`src/rtl/ssd_scan_receiver_pkg.sv`:
```
// Shared constants for the seven-segment scan bus monitor.
package ssd_scan_receiver_pkg;

  // Active-low gfedcba segment codes, c[6]=g ... c[0]=a.
  localparam logic [6:0] SEG_0     = 7'h40;
  localparam logic [6:0] SEG_1     = 7'h79;
  localparam logic [6:0] SEG_2     = 7'h24;
  localparam logic [6:0] SEG_3     = 7'h30;
  localparam logic [6:0] SEG_4     = 7'h19;
  localparam logic [6:0] SEG_5     = 7'h12;
  localparam logic [6:0] SEG_6     = 7'h02;
  localparam logic [6:0] SEG_7     = 7'h78;
  localparam logic [6:0] SEG_8     = 7'h00;
  localparam logic [6:0] SEG_9     = 7'h10;
  localparam logic [6:0] SEG_A     = 7'h08;
  localparam logic [6:0] SEG_B     = 7'h03;
  localparam logic [6:0] SEG_C     = 7'h46;
  localparam logic [6:0] SEG_D     = 7'h21;
  localparam logic [6:0] SEG_E     = 7'h06;
  localparam logic [6:0] SEG_F     = 7'h0E;
  localparam logic [6:0] SEG_BLANK = 7'h7F;

  // Active-low anode patterns {a4,a3,a2,a1}; exactly one digit selected.
  localparam logic [3:0] AN_DIG0 = 4'b1110;
  localparam logic [3:0] AN_DIG1 = 4'b1101;
  localparam logic [3:0] AN_DIG2 = 4'b1011;
  localparam logic [3:0] AN_DIG3 = 4'b0111;
  localparam logic [3:0] AN_IDLE = 4'b1111;

  // One synchronized bus sample.
  typedef struct packed {
    logic [3:0] an;
    logic [6:0] seg;
  } bus_t;

endpackage

```
`src/rtl/ssd_seg_to_hex.sv`:
```
// Seven-segment (active-low gfedcba) to hex nibble decoder.
module ssd_seg_to_hex
  import ssd_scan_receiver_pkg::*;
(
  input  logic [6:0] c,
  output logic [3:0] nibble,
  output logic       invalid
);

  // Unknown patterns, blank included, decode as 0 and are flagged.
  always_comb begin
    nibble  = 4'h0;
    invalid = 1'b0;
    case (c)
      SEG_0:   nibble = 4'h0;
      SEG_1:   nibble = 4'h1;
      SEG_2:   nibble = 4'h2;
      SEG_3:   nibble = 4'h3;
      SEG_4:   nibble = 4'h4;
      SEG_5:   nibble = 4'h5;
      SEG_6:   nibble = 4'h6;
      SEG_7:   nibble = 4'h7;
      SEG_8:   nibble = 4'h8;
      SEG_9:   nibble = 4'h9;
      SEG_A:   nibble = 4'hA;
      SEG_B:   nibble = 4'hB;
      SEG_C:   nibble = 4'hC;
      SEG_D:   nibble = 4'hD;
      SEG_E:   nibble = 4'hE;
      SEG_F:   nibble = 4'hF;
      default: invalid = 1'b1;
    endcase
  end

endmodule

```
`src/rtl/ssd_scan_receiver.sv`:
```
// Bus monitor for a 4-digit multiplexed seven-segment display: synchronizes,
// settles, decodes and assembles the displayed 16-bit value.
module ssd_scan_receiver
  import ssd_scan_receiver_pkg::*;
#(
  parameter int SETTLE_CYCLES  = 4,
  parameter int TIMEOUT_CYCLES = 65536
) (
  input  logic        clk,
  input  logic        rst,
  input  logic        a1,
  input  logic        a2,
  input  logic        a3,
  input  logic        a4,
  input  logic [6:0]  c,
  output logic [15:0] value,
  output logic        value_valid,
  output logic        frame_err,
  output logic        anode_err,
  output logic        timeout
);

  localparam int             IW         = $clog2(TIMEOUT_CYCLES);
  localparam logic [IW-1:0]  IDLE_LIM   = IW'(TIMEOUT_CYCLES - 1);
  localparam logic [7:0]     SETTLE_SAT = 8'(SETTLE_CYCLES);
  localparam logic [8:0]     EV_TH      = 9'(SETTLE_CYCLES - 1);

  bus_t            sync1_q, sync2_q, prev_q;
  logic [7:0]      cnt_q, cnt_d;
  logic            pend_q, pend_d;
  logic [3:0][3:0] dig_q, dig_d;
  logic [3:0]      derr_q, derr_d;
  logic [3:0]      seen_q, seen_d;
  logic [IW-1:0]   idle_q, idle_d;
  logic [15:0]     value_q, value_d;
  logic            ferr_q, ferr_d;
  logic            valid_q, valid_d;
  logic            aerr_q, aerr_d;

  logic       same, evt, complete, tmo, one_low;
  logic [1:0] slot;
  logic [3:0] nib;
  logic       nib_bad;

  ssd_seg_to_hex u_dec (
    .c       (sync2_q.seg),
    .nibble  (nib),
    .invalid (nib_bad)
  );

  // Two-flop synchronizer; resets to the idle bus so release is quiet.
  always_ff @(posedge clk or negedge rst) begin
    if (!rst) begin
      sync1_q <= '1;
      sync2_q <= '1;
    end else begin
      sync1_q <= {a4, a3, a2, a1, c};
      sync2_q <= sync1_q;
    end
  end

  // Anode decode: which slot is selected, and whether exactly one is.
  always_comb begin
    slot    = 2'd0;
    one_low = 1'b1;
    case (sync2_q.an)
      AN_DIG0: slot = 2'd0;
      AN_DIG1: slot = 2'd1;
      AN_DIG2: slot = 2'd2;
      AN_DIG3: slot = 2'd3;
      default: one_low = 1'b0;
    endcase
  end

  // pend_q marks a stable period not yet handled; it starts clear so the
  // idle bus seen at reset release never produces an event.
  assign same     = (sync2_q == prev_q);
  assign evt      = same && pend_q && (({1'b0, cnt_q} + 9'd1) >= EV_TH);
  assign complete = (seen_q == 4'hF);
  assign tmo      = !complete && (seen_q != 4'h0) && (idle_q == IDLE_LIM);

  // Settle filter, slot capture, frame assembly and idle timeout.
  always_comb begin
    cnt_d   = cnt_q;
    pend_d  = pend_q;
    dig_d   = dig_q;
    derr_d  = derr_q;
    seen_d  = seen_q;
    idle_d  = idle_q;
    value_d = value_q;
    ferr_d  = ferr_q;
    valid_d = 1'b0;
    aerr_d  = 1'b0;

    if (!same) begin
      cnt_d  = 8'd0;
      pend_d = 1'b1;
    end else if (cnt_q != SETTLE_SAT) begin
      cnt_d = cnt_q + 8'd1;
    end

    if (complete) begin
      value_d = dig_q;
      ferr_d  = |derr_q;
      valid_d = 1'b1;
      seen_d  = 4'h0;
    end else if (tmo) begin
      seen_d = 4'h0;
    end

    // A capture lands after any clear above, so a digit arriving on the
    // timeout cycle starts the next frame instead of being lost.
    if (evt) begin
      pend_d = 1'b0;
      idle_d = '0;
      if (one_low) begin
        dig_d[slot]  = nib;
        derr_d[slot] = nib_bad;
        seen_d[slot] = 1'b1;
      end else begin
        aerr_d = 1'b1;
      end
    end else if (tmo) begin
      idle_d = '0;
    end else if (idle_q != IDLE_LIM) begin
      idle_d = idle_q + IW'(1);
    end
  end

  // State register for the filter, slots and outputs.
  always_ff @(posedge clk or negedge rst) begin
    if (!rst) begin
      prev_q  <= '1;
      cnt_q   <= 8'd0;
      pend_q  <= 1'b0;
      dig_q   <= '0;
      derr_q  <= 4'h0;
      seen_q  <= 4'h0;
      idle_q  <= '0;
      value_q <= 16'h0000;
      ferr_q  <= 1'b0;
      valid_q <= 1'b0;
      aerr_q  <= 1'b0;
    end else begin
      prev_q  <= sync2_q;
      cnt_q   <= cnt_d;
      pend_q  <= pend_d;
      dig_q   <= dig_d;
      derr_q  <= derr_d;
      seen_q  <= seen_d;
      idle_q  <= idle_d;
      value_q <= value_d;
      ferr_q  <= ferr_d;
      valid_q <= valid_d;
      aerr_q  <= aerr_d;
    end
  end

  assign value       = value_q;
  assign value_valid = valid_q;
  assign frame_err   = ferr_q;
  assign anode_err   = aerr_q;
  assign timeout     = tmo;

endmodule
```
`config.mk`:
```
export PLATFORM = sky130hd
export DESIGN_NAME = ssd_scan_receiver
export DESIGN_NICKNAME = d
export VERILOG_FILES = /design/src/rtl/ssd_scan_receiver_pkg.sv /design/src/rtl/ssd_seg_to_hex.sv /design/src/rtl/ssd_scan_receiver.sv
export SDC_FILE = /design/constraint.sdc
export NUM_CORES = 1
export LEC_CHECK = 0
export ABC_AREA = 1
export CORE_MARGIN = 2
export CORE_UTILIZATION = 60
export CTS_CLUSTER_DIAMETER = 120
export DETAILED_ROUTE_END_ITERATION = 10
export PLACE_DENSITY = 0.89
export SLEW_MARGIN = 20
export SYNTH_ARGS = -nofsm -noshare
export SYNTH_HDL_FRONTEND = slang
export SYNTH_HIERARCHICAL = 1
export SYNTH_SLANG_ARGS = --single-unit
```
`constraint.sdc`:
```
create_clock -name clk -period 5.2 [get_ports clk]
set_clock_uncertainty 0.15 [all_clocks]
set_input_delay 1.56 -clock clk [delete_from_list [all_inputs] [get_ports clk]]
set_output_delay 1.56 -clock clk [all_outputs]
set_load 0.1 [all_outputs]
```
==> run summary <==
GLOBAL ROUTING
-----------------------------------------------------------------------------------------------
Pin count of the biggest net entering global routing                                         77
Global routing usage on met3                                                             0.0526
Via count of the first global-routing pass                                                 3535
Overall fraction of global-route tracks in use                                            0.224
Number of antenna violations at the first check in global routing                             0
First-pass GRT wire length                                                             15300 um
Global route total overflow                                                                   0
Global-route met1 utilization                                                             0.297
Global routing's busiest layer                                                             met2
M2 GR Usage                                                                               0.367

DIE
-----------------------------------------------------------------------------------------------
Cell Rows                                                                                    32
DIE AREA                                                                              8430 um^2
Effective utilization at floorplan                                                        0.608
Placeable core region                                                                 7610 um^2
IO Pins                                                                                      33
DIE HEIGHT                                                                              91.8 um
Die Span X                                                                              91.8 um

SETUP PATH
-----------------------------------------------------------------------------------------------
Family with the most delay on the worst path                                       simple AND/OR/NAND/NOR gates
Slowest-stage cell, CP                                                             sky130_fd_sc_hd__dfrtp_1
Bufs and invs on worst path                                                                   2
Biggest cell delay along the critical path                                              0.40 ns
CP endpoint kind                                                                   primary output
Maximum fanout encountered on the critical timing path                                        4
WS Path Type                                                                       flop to primary output
Required time at the endpoint of the critical path                                      3.49 ns
Data arrival, critical path                                                             2.00 ns
Most Frequent Cell on Critical Path                                                sky130_fd_sc_hd__nor2_1
Minimum setup slack among reg-to-reg paths                                              2.84 ns
Critical-path cell list                                                            ha_1, nand2_1, nor3_2, nand3_1, nor2_1, inv_1, nor2_1, buf_4
Critical Path Source Type                                                                  flop

TIMING
-----------------------------------------------------------------------------------------------
Final max-slew violation count                                                                0
Post-route setup TNS                                                                       0 ns
Post-layout minimum cycle time                                                          3.71 ns
Highest Clock Rate                                                                      269 MHz
Unrepaired setup endpoints after global routing                                           false
Final Hold Violating Endpoints                                                                0
Final-report setup violation count                                                            0
Fraction of the cycle the final worst path needs                                          0.714
Actual slew at the worst max-slew pin                                                  0.991 ns
Slew HR                                                                                   0.337

SYNTHESIS
-----------------------------------------------------------------------------------------------
Sequential-to-total area share from yosys stat                                            0.555
Dominant cell type by area after synthesis                                         sky130_fd_sc_hd__dfrtp_1
Post-synth design cell area                                                           4620 um^2
Count of cell types in the netlist                                                           33
Gate Count Post-Synth                                                                       545
Number of nets in the synthesized netlist                                                   562
Ys Warns                                                                                      6
Cell types with the largest area share after synthesis                             sky130_fd_sc_hd__dfrtp_1, sky130_fd_sc_hd__dfstp_2, sky130_fd_sc_hd__nand2_1, sky130_fd_sc_hd__nand3_1, sky130_fd_sc_hd__nor2_1
Share of Yosys cell area claimed by the top area cell type                                0.368
Post-Syn Area per Cell                                                                8.49 um^2
Seq cells post-synth                                                                        101

STATUS
-----------------------------------------------------------------------------------------------
Status                                                                             finished, final reports clean

POWER AND IR DROP
-----------------------------------------------------------------------------------------------
Register share of total power                                                             0.579
Combinational power share                                                                 0.040
Pleak                                                                                   2.61 nW
Switching Share                                                                           0.223
VDD IR-drop max                                                                      0.000198 V
Total net switching power                                                              0.316 mW
Internal power summed over all cells                                                    1.10 mW
Power density cells                                                                 269 nW/um^2
Clock network fraction of design power                                                    0.382

FINAL LAYOUT
-----------------------------------------------------------------------------------------------
Post-route core utilization                                                               0.692
Antenna Cells                                                                                 0
Number of fillers in the final layout                                                       562
Net count, final                                                                            601
Proportion of layout cells with a drive suffix above 1                                    0.144
Growth of design area from synthesis to finish                                            13.8%
Top library cells by usage in the layout, fill and taps aside                      sky130_fd_sc_hd__nand2_1, sky130_fd_sc_hd__dfrtp_1, sky130_fd_sc_hd__nor2_1, sky130_fd_sc_hd__nand3_1, sky130_fd_sc_hd__inv_1
Most common cell after layout, fill and taps aside                                 sky130_fd_sc_hd__nand2_1
Number of cells in the finished layout apart from fillers                                   691

CLOCKING
-----------------------------------------------------------------------------------------------
Clock input transition at the sequential cells of the worst setup and hold paths        0.10 ns
Post-cts hold buffer count                                                                    0
Clock root buffer                                                                  sky130_fd_sc_hd__clkbuf_8
Clock Latency Late Sink                                                                 0.36 ns
Buffer count from post-CTS setup fixing                                                       0
Max H-tree Level                                                                              3
Sinks on the clock net                                                                      101
Gates resized, CTS repair                                                                     0
TritonCTS Buffers                                                                             9
Clock tree from TritonCTS                                                                 built
Clk buf depth                                                                                 2

ROUTING
-----------------------------------------------------------------------------------------------
Via density per instance                                                                   5.22
Post-route DRC violation count                                                                0
Length of the first detailed-routing pass in iterations                                       5
Total number of vias                                                                       3605
Initial drt markers                                                                         207
Final ANT Viol Nets                                                                           0
Routed length per placed instance                                                       12.5 um
Post-detailed-routing wire length                                                       8660 um

WORST HOLD PATH
-----------------------------------------------------------------------------------------------
Worst hold path class                                                              flop to flop

PLACE
-----------------------------------------------------------------------------------------------
Number of placed instances with taps included                                               675
Final HPWL from detailed placement                                                      6100 um
Buffers on Ports                                                                             32
Routability-driven placement congestion ratio                                             0.906

JOB
-----------------------------------------------------------------------------------------------
Maximum capacitance violations                                                                0

==> cells in the mapped netlist <==
library cell	instances
sky130_fd_sc_hd__nand2_1	204
sky130_fd_sc_hd__dfrtp_1	68
sky130_fd_sc_hd__nor2_1	60
sky130_fd_sc_hd__nand3_1	45
sky130_fd_sc_hd__inv_1	34
sky130_fd_sc_hd__dfstp_2	33
sky130_fd_sc_hd__a21oi_1	12
sky130_fd_sc_hd__nor3_1	10
sky130_fd_sc_hd__xor2_1	10
sky130_fd_sc_hd__xnor2_1	9
sky130_fd_sc_hd__inv_2	7
sky130_fd_sc_hd__nand2_2	7
sky130_fd_sc_hd__nand3_2	7
sky130_fd_sc_hd__nor2_2	5
sky130_fd_sc_hd__ha_1	4
sky130_fd_sc_hd__nand4_1	4
sky130_fd_sc_hd__clkbuf_1	3
sky130_fd_sc_hd__clkinv_1	3
sky130_fd_sc_hd__o21ai_0	3
sky130_fd_sc_hd__buf_6	2
sky130_fd_sc_hd__nor2_4	2
sky130_fd_sc_hd__o21ai_1	2
sky130_fd_sc_hd__a21boi_1	1
sky130_fd_sc_hd__a31oi_1	1
sky130_fd_sc_hd__buf_2	1
sky130_fd_sc_hd__nand2_4	1
sky130_fd_sc_hd__nand3_4	1
sky130_fd_sc_hd__nand4_2	1
sky130_fd_sc_hd__nor3_2	1
sky130_fd_sc_hd__nor4_1	1
sky130_fd_sc_hd__o211ai_1	1
sky130_fd_sc_hd__or2_2	1
sky130_fd_sc_hd__or3_1	1
==> final timing paths <==
kind,from,end,cells past startpoint
min,sync1_q[2],sync2_q[2],0
max in group asynchronous,rst,sync2_q[5],2
max,idle_q[0],timeout,8
min in group asynchronous,rst,cnt_q[1],1
max reg2reg,sync2_q[5],dig_q[12],10
min reg2reg,sync1_q[2],sync2_q[2],0
==> power by group through the flow <==
| stage | registers [mW] | clock network [mW] | logic, mW |
|---|---|---|---|
| after floorplan | 0.833 | 0 | 0.0268 |
| after global placement | 0.834 | 0 | 0.0548 |
| after global routing | 0.823 | 0.586 | 0.0646 |
| after detailed placement | 0.835 | 0 | 0.0566 |
| after CTS | 0.821 | 0.551 | 0.0573 |
| final | 0.821 | 0.542 | 0.0562 |
==> logic make-up (layout without fill, tap and decap cells) <==
| logic type | Yosys count | in the layout | synth area share |
|---|---|---|---|
| buf+inv | 50 | 94 | 0.0441 |
| fa+ha+maj | 4 | 4 | 0.0108 |
| compound gates | 20 | 20 | 0.0230 |
| flops | 101 | 101 | 0.555 |
| xor+xnor | 19 | 19 | 0.0360 |
| simple gates | 351 | 351 | 0.331 |
==> routing by layer <==
layer | vias to the layer above | share of wire
met2 | 108 | 0.49
li1 | 1784 | -
met3 | 14 | 0.049
met5 | - | 0
met4 | 0 | 0.015
met1 | 1699 | 0.45
==> per-stage QoR <==
step           hold slack (ns)  setup WS [ns]  power, mW  instance area [um^2]
2_1_floorplan            0.195           1.12      0.859                  4620
3_3_place_gp             0.195           1.92      0.889                  5040
3_5_place_dp             0.197           1.87      0.892                  5040
4_1_cts                  0.204           1.48       1.43                  5260
5_1_grt                  0.207           1.25       1.47                  5260
6_report                 0.203           1.49       1.42                  5260
==> registers in the layout, summed over array words and instances (netlist names) <==
name	flops
sync2_q	11
seen_q	4
idle_q	16
frame_err	1
sync1_q	11
prev_q	11
derr_q	4
cnt_q	8
value	16
dig_q	16
anode_err	1
pend_q	1
value_valid	1
==> final cells by class <==
| cell class | count | area (um^2) | share of cell area |
|---|---|---|---|
| Multi-Input combinational cell | 394 | 1850 | 0.352 |
| Tap cell | 102 | 128 | 0.0242 |
| Timing Repair Buffer | 34 | 330 | 0.0628 |
| Inverter | 44 | 165 | 0.0314 |
| Clock buffer | 9 | 124 | 0.0235 |
| Clock inverter | 7 | 96.3 | 0.0183 |
| Sequential cell | 101 | 2570 | 0.488 |
(Power assumes the default switching activity.)
